--- config.mk ---
export PLATFORM = sky130hd
export DESIGN_NAME = srl_fifo_ctrl
export DESIGN_NICKNAME = d
export VERILOG_FILES = /design/src/rtl/srl_fifo_ctrl.sv
export SDC_FILE = /design/constraint.sdc
export NUM_CORES = 1
export LEC_CHECK = 0
export CAP_MARGIN = 20
export CORE_AREA = 5 5 42 44
export CTS_CLUSTER_SIZE = 20
export DETAILED_ROUTE_END_ITERATION = 7
export DIE_AREA = 0 0 47 49
export HOLD_SLACK_MARGIN = 0.02
export PLACE_DENSITY_LB_ADDON = 0.05
export SETUP_SLACK_MARGIN = 0.02
export SYNTH_ARGS = -nofsm -noshare
export SYNTH_HDL_FRONTEND = slang
export SYNTH_SLANG_ARGS = --single-unit
--- constraint.sdc ---
create_clock -name clk -period 4.5 [get_ports clk]
set_input_delay 0.9 -clock clk [delete_from_list [all_inputs] [get_ports clk]]
set_output_delay 0.9 -clock clk [all_outputs]
set_load 0.005 [all_outputs]
--- src/rtl/srl_fifo_ctrl.sv ---
// srl_fifo_ctrl: control and registered output stage for an SRL-based FIFO.
// The shift register itself lives outside this block; here we steer its
// shift enable and read address, count occupancy, and keep the oldest word
// in a first-word-fall-through output register (capacity DEPTH+1 words).
module srl_fifo_ctrl #(
   parameter int DATA_WIDTH   = 1,
   parameter int ADDR_WIDTH   = 3,
   parameter int DEPTH        = 8,
   parameter int AFULL_THRESH = 8
) (
   input  logic                  clk,
   input  logic                  reset,
   input  logic                  if_write_ce,
   input  logic                  if_write,
   output logic                  if_full_n,
   output logic                  if_almost_full_n,
   input  logic                  if_read_ce,
   input  logic                  if_read,
   output logic                  if_empty_n,
   output logic [DATA_WIDTH-1:0] if_dout,
   output logic [ADDR_WIDTH:0]   usedw,
   output logic                  srl_we,
   output logic [ADDR_WIDTH-1:0] srl_addr,
   input  logic [DATA_WIDTH-1:0] srl_dout
);

   localparam logic [ADDR_WIDTH:0] FULL_CNT = (ADDR_WIDTH+1)'(DEPTH);
   localparam logic [ADDR_WIDTH:0] ONE      = (ADDR_WIDTH+1)'(1);

   logic [ADDR_WIDTH:0]   srl_count;
   logic [ADDR_WIDTH:0]   count_m1;
   logic                  vld_p0;
   logic [DATA_WIDTH-1:0] dout_p0;
   logic                  push;
   logic                  pop;
   logic                  load;

   // Handshakes, SRL steering and occupancy, all decoded from current state.
   always_comb begin
      // full_n is held low during reset so upstream never writes into a clearing FIFO
      if_full_n        = ~reset & (srl_count != FULL_CNT);
      push             = if_write & if_write_ce & if_full_n;
      pop              = if_read & if_read_ce & vld_p0;
      // refill the output register whenever it is empty or being drained
      load             = (srl_count != '0) & (~vld_p0 | pop);
      count_m1         = srl_count - ONE;
      // oldest SRL word sits at the deepest occupied stage
      srl_addr         = (srl_count != '0) ? count_m1[ADDR_WIDTH-1:0] : '0;
      srl_we           = push;
      usedw            = srl_count + {{ADDR_WIDTH{1'b0}}, vld_p0};
      if_almost_full_n = (int'(usedw) < AFULL_THRESH);
      if_empty_n       = vld_p0;
      if_dout          = dout_p0;
   end

   // SRL occupancy and output register; a simultaneous push and load leaves the count unchanged.
   always_ff @(posedge clk or posedge reset) begin
      if (reset) begin
         srl_count <= '0;
         vld_p0    <= 1'b0;
         dout_p0   <= '0;
      end else begin
         case ({push, load})
            2'b10:   srl_count <= srl_count + ONE;
            2'b01:   srl_count <= srl_count - ONE;
            default: srl_count <= srl_count;
         endcase
         if (load) begin
            dout_p0 <= srl_dout;
            vld_p0  <= 1'b1;
         end else if (pop) begin
            vld_p0  <= 1'b0;
         end
      end
   end

endmodule

Word level (Yosys, flattened, before mapping)
Cells that the tools add are included.
{"block": "op_classes", "n_addsub": 3, "n_lt_le_gt_ge": 1, "eq_ne": 3, "muxes": 4, "bitwise_logic": 9, "n_reduce_logical": 3}
{"cell": "case mux 4 bit (2 select lines)", "n": 1}
{"cell": "AND 1 bit", "n": 6}
{"cell": "adder 4 x 1 -> 4 bit", "n": 1}
{"cell": "adder 4 x 1 -> 4 bit, second input constant", "n": 1}
{"cell": "less-than comparator 4 bit, second input constant", "n": 1}
{"cell": "!= test 4 bit, second input constant", "n": 1}
{"cell": "nonzero test 2 bit", "n": 2}
{"cell": "nonzero test 4 bit", "n": 1}
{"cell": "subtractor 4 x 1 -> 4 bit, second input constant", "n": 1}
{"cell": "2-to-1 mux 3 bit", "n": 1}
{"cell": "== test 2 x 1 -> 1 bit, second input constant", "n": 1}
{"cell": "== test 2 bit, second input constant", "n": 1}
{"cell": "2-to-1 mux 1 bit", "n": 2}
{"cell": "NOT 1 bit", "n": 2}
{"cell": "bitwise OR 1 bit", "n": 1}
{"block": "totals", "reg_bits": 6, "output_inout_bits": 12, "wordCells": 26}

Logic depth before layout (Yosys ltp)
{"block": "depth", "word_depth": 6, "ltp_mapped": 9}

Worst setup path before layout
No wires, ideal clock.
{"block": "synth_path", "path_type": "input port to output port", "start": "in reset", "end": "out srl_we", "arrival_time_ps": 1422, "required_time_ps": 3600, "setup_slack_ps": 2178, "cell_stages": 3, "n_path_buf": 0, "cell_sequence": "inv_1 and2_1 and3_1"}
{"block": "synth_via", "elab_chain_cells": 3}
{"item": "from (decl)", "line_no": "12", "text": "input logic reset,"}
{"item": "NOT 1 bit", "line_no": "41", "text": "if_full_n = ~reset & (srl_count != FULL_CNT);"}
{"item": "AND 1 bit", "line_no": "41"}
{"item": "via if_full_n", "line_no": "15", "text": "output logic if_full_n,"}
{"item": "AND 1 bit", "line_no": "42", "text": "push = if_write & if_write_ce & if_full_n;"}
{"item": "to (decl)", "line_no": "22", "text": "output logic srl_we,"}
The timed path passes the listed nets, and every way through them passes these cells.

Worst setup path after layout
{"block": "layout_path", "start": "in reset", "end": "out srl_we"}
{"block": "layout_via", "elab_chain_cells": 3}
{"item": "NOT 1 bit", "line_no": "41"}
{"item": "AND 1 bit", "line_no": "41"}
{"item": "AND 1 bit", "line_no": "42"}
No other way between the ends.

==> results.json <==
{
  "status": "finished, final reports clean",
  "final_cell_mix": "18 x clkdlybuf4s50_1, 6 x dfrtp_1, 5 x inv_1, 5 x ha_1",
  "p_leak_nw": 0.282,
  "cp-startpoint": "reset",
  "use_met3_pct": 5.90,
  "avgSynthCellArea_sq_um": 9.53,
  "drc": 0,
  "place_congestion": 0.692,
  "grt_pass1_wl_um": 1550,
  "cts_tree": "done",
  "ys_seq_area_share_pct": 35.8,
  "crit_type": "input pin to output port",
  "syn_area_sq_um": 419,
  "dieArea_sq_um": 2300,
  "io_buffers": 18,
  "setup_viol": 0,
  "die_w_um": 47,
  "viasPerCell": 4.53,
  "clock_tree.root_cell": "clkbuf_4",
  "grt_pass1_vias": 352,
  "required_ns": 3.60,
  "antenna-diode-count": 0,
  "synth_warnings": 0,
  "fmax_mhz": 308,
  "rsz0062_at_grt": "no",
  "hold_ws_ns": 0.518,
  "dp.cells": 78,
  "drt-wirelength-per-cell_um": 11.8,
  "vias": 367,
  "synth_top_cell_by_area": "dfrtp_1",
  "ir_drop_uv": 236,
  "hp-class": "register to register",
  "fin_total_pwr_uw": 440,
  "wl_um": 958,
  "io_pins": 19,
  "synth_fp_nets": 56,
  "finalMaxSlewViolations": 0,
  "yosysTopAreaCellShare_pct": 35.8,
  "synth_cells": 44,
  "reg2reg_depth": 8,
  "fin_crit_sh_pct": 72.1,
  "use_met1_pct": 12.4,
  "first_pass_iters": 3,
  "clk_pin_slew_ns": 0.05,
  "grt_overflow": 0,
  "busiest_layer": "met1",
  "cts.htree.levels": 1,
  "finalHoldViolCount": 0,
  "grt_antenna_before_repair": 0,
  "final_cells": 81,
  "post-dp-hpwl_um": 772,
  "r2r_end": "srl_count[3]",
  "holdPathStages": 1,
  "clock_skew_ns": 0.00436,
  "r2r_slack_ns": 2.13,
  "drtIter0Drc": 5,
  "power.density_nw_per_um2": 685,
  "grt_start_max_net_pins": 8,
  "grt_usage_pct": 9.19,
  "worstSetupStartpointType": "input pin",
  "fin_setup_tns_ns": 0,
  "arrival_ns": 2.35,
  "ctsHoldBuffers": 0,
  "critPathMaxFanout": 7,
  "maxCapViolCount": 0,
  "cts_sinks": 6,
  "cts_buffers": 3,
  "hold_start": "if_dout",
  "post-place-ws_ns": 1.24,
  "whs_endpoint": "if_dout",
  "synth_cell_types": 19,
  "num_rows": 14,
  "cts_setup_buffers": 0,
  "final_common_cell": "clkdlybuf4s50_1",
  "layout-drive-gt1-share_pct": 7.69,
  "layout_setup_ws_ns": 1.25,
  "die_height_um": 49,
  "ys_top_cells_by_area": "dfrtp_1 36%, ha_1 15%, xnor2_1 8.4%",
  "ant_nets": 0,
  "clock_latency_ns": 0.24,
  "tightestPinTransition_ns": 0.461,
  "post_cts_resized": 0,
  "core_sq_um": 1400,
  "fin_nets": 79,
  "use_met2_pct": 12.4,
  "end_kind": "output port",
  "initial_core_util_pct": 29.9,
  "ys_ff_latch": 6,
  "period_needed_ns": 3.25,
  "reg2reg_from": "srl_count[0]",
  "area.growth.synth_to_final_pct": 53.1,
  "max-slew-margin-rel_pct": 69.2,
  "cts_buffer_depth": 2
}
cell usage after synthesis (all sizes together):
cell type and count:
a21oi 2, ha 5, xnor2 4, or4b 1
nor2 4, nand2 4, and3 1, mux2 1
and2 1, mux2i 1, xor2 2, nor3b 1
nand3 2, dfrtp 6, nand3b 1, o21ai 2
inv 5, nand4b 1
kinds of logic (layout without fill, tap and decap cells):
| family | Yosys count | count (layout) | share of synthesized area (%) |
|---|---|---|---|
| muxes | 2 | 2 | 5.97 |
| and+or+nand+nor | 16 | 16 | 20.6 |
| buffers and inverters | 5 | 26 | 4.48 |
| adders and majority gates | 5 | 5 | 14.9 |
| AOI/OAI and AO/OA | 4 | 4 | 5.67 |
| xor gates and xnor gates | 6 | 6 | 12.5 |
| DFF | 6 | 6 | 35.8 |
metrics by stage:
| stage | cell area (sq um) | utilization, % |
|---|---|---|
| finish | 642 | 45.8 |
| detailed placement | 619 | 44.2 |
| global route | 642 | 45.8 |
| floorplan | 419 | - |
| CTS | 642 | 45.8 |
| global placement | 619 | 44.2 |
power breakdown:
| group | leakage (nW) | total [mW] | internal (mW) | switching (mW) |
|---|---|---|---|---|
| logic | 0.201 | 0.276 | 0.177 | 0.0990 |
| registers | 0.0671 | 0.114 | 0.0768 | 0.0375 |
| clock network | 0.0138 | 0.0491 | 0.0301 | 0.0190 |
worst max-delay path, stage by stage:
cell             delay [ns]
clkdlybuf4s50_1        0.39
inv_1                  0.20
and2_1                 0.20
and3_1                 0.16
clkdlybuf4s50_1        0.49
layout make-up:
type                    instances  area [sq um]
fillers                       158           759
inverters                       5          18.8
flip-flops and latches          6           150
repair buffers                 18           180
multi-input cells              33           250
well taps                      16          20.0
clock buffers                   3          22.5
per-layer routing:
metal / vias up / wire, um
met1: 165 / 470
met3: 0 / 68
met4: 0 / 0
met2: 11 / 420
li1: 191 / -
met5: - / 0
flip-flops by register name (all words and copies together), names as in the netlist:
| name | count |
|---|---|
| srl_count | 4 |
| if_dout | 1 |
| if_empty_n | 1 |
how the worst max path moves through the flow:
stage | endpoint | slack, ns | depth (start not counted)
6_report | srl_we | 1.25 | 5
5_1_grt | srl_we | 1.14 | 5
4_1_cts | srl_we | 1.23 | 5
3_5_place_dp | srl_we | 1.24 | 5
3_3_place_gp | srl_we | 1.25 | 5
2_1_floorplan | srl_we | 2.18 | 3
Power figures use the tool's default switching activity.
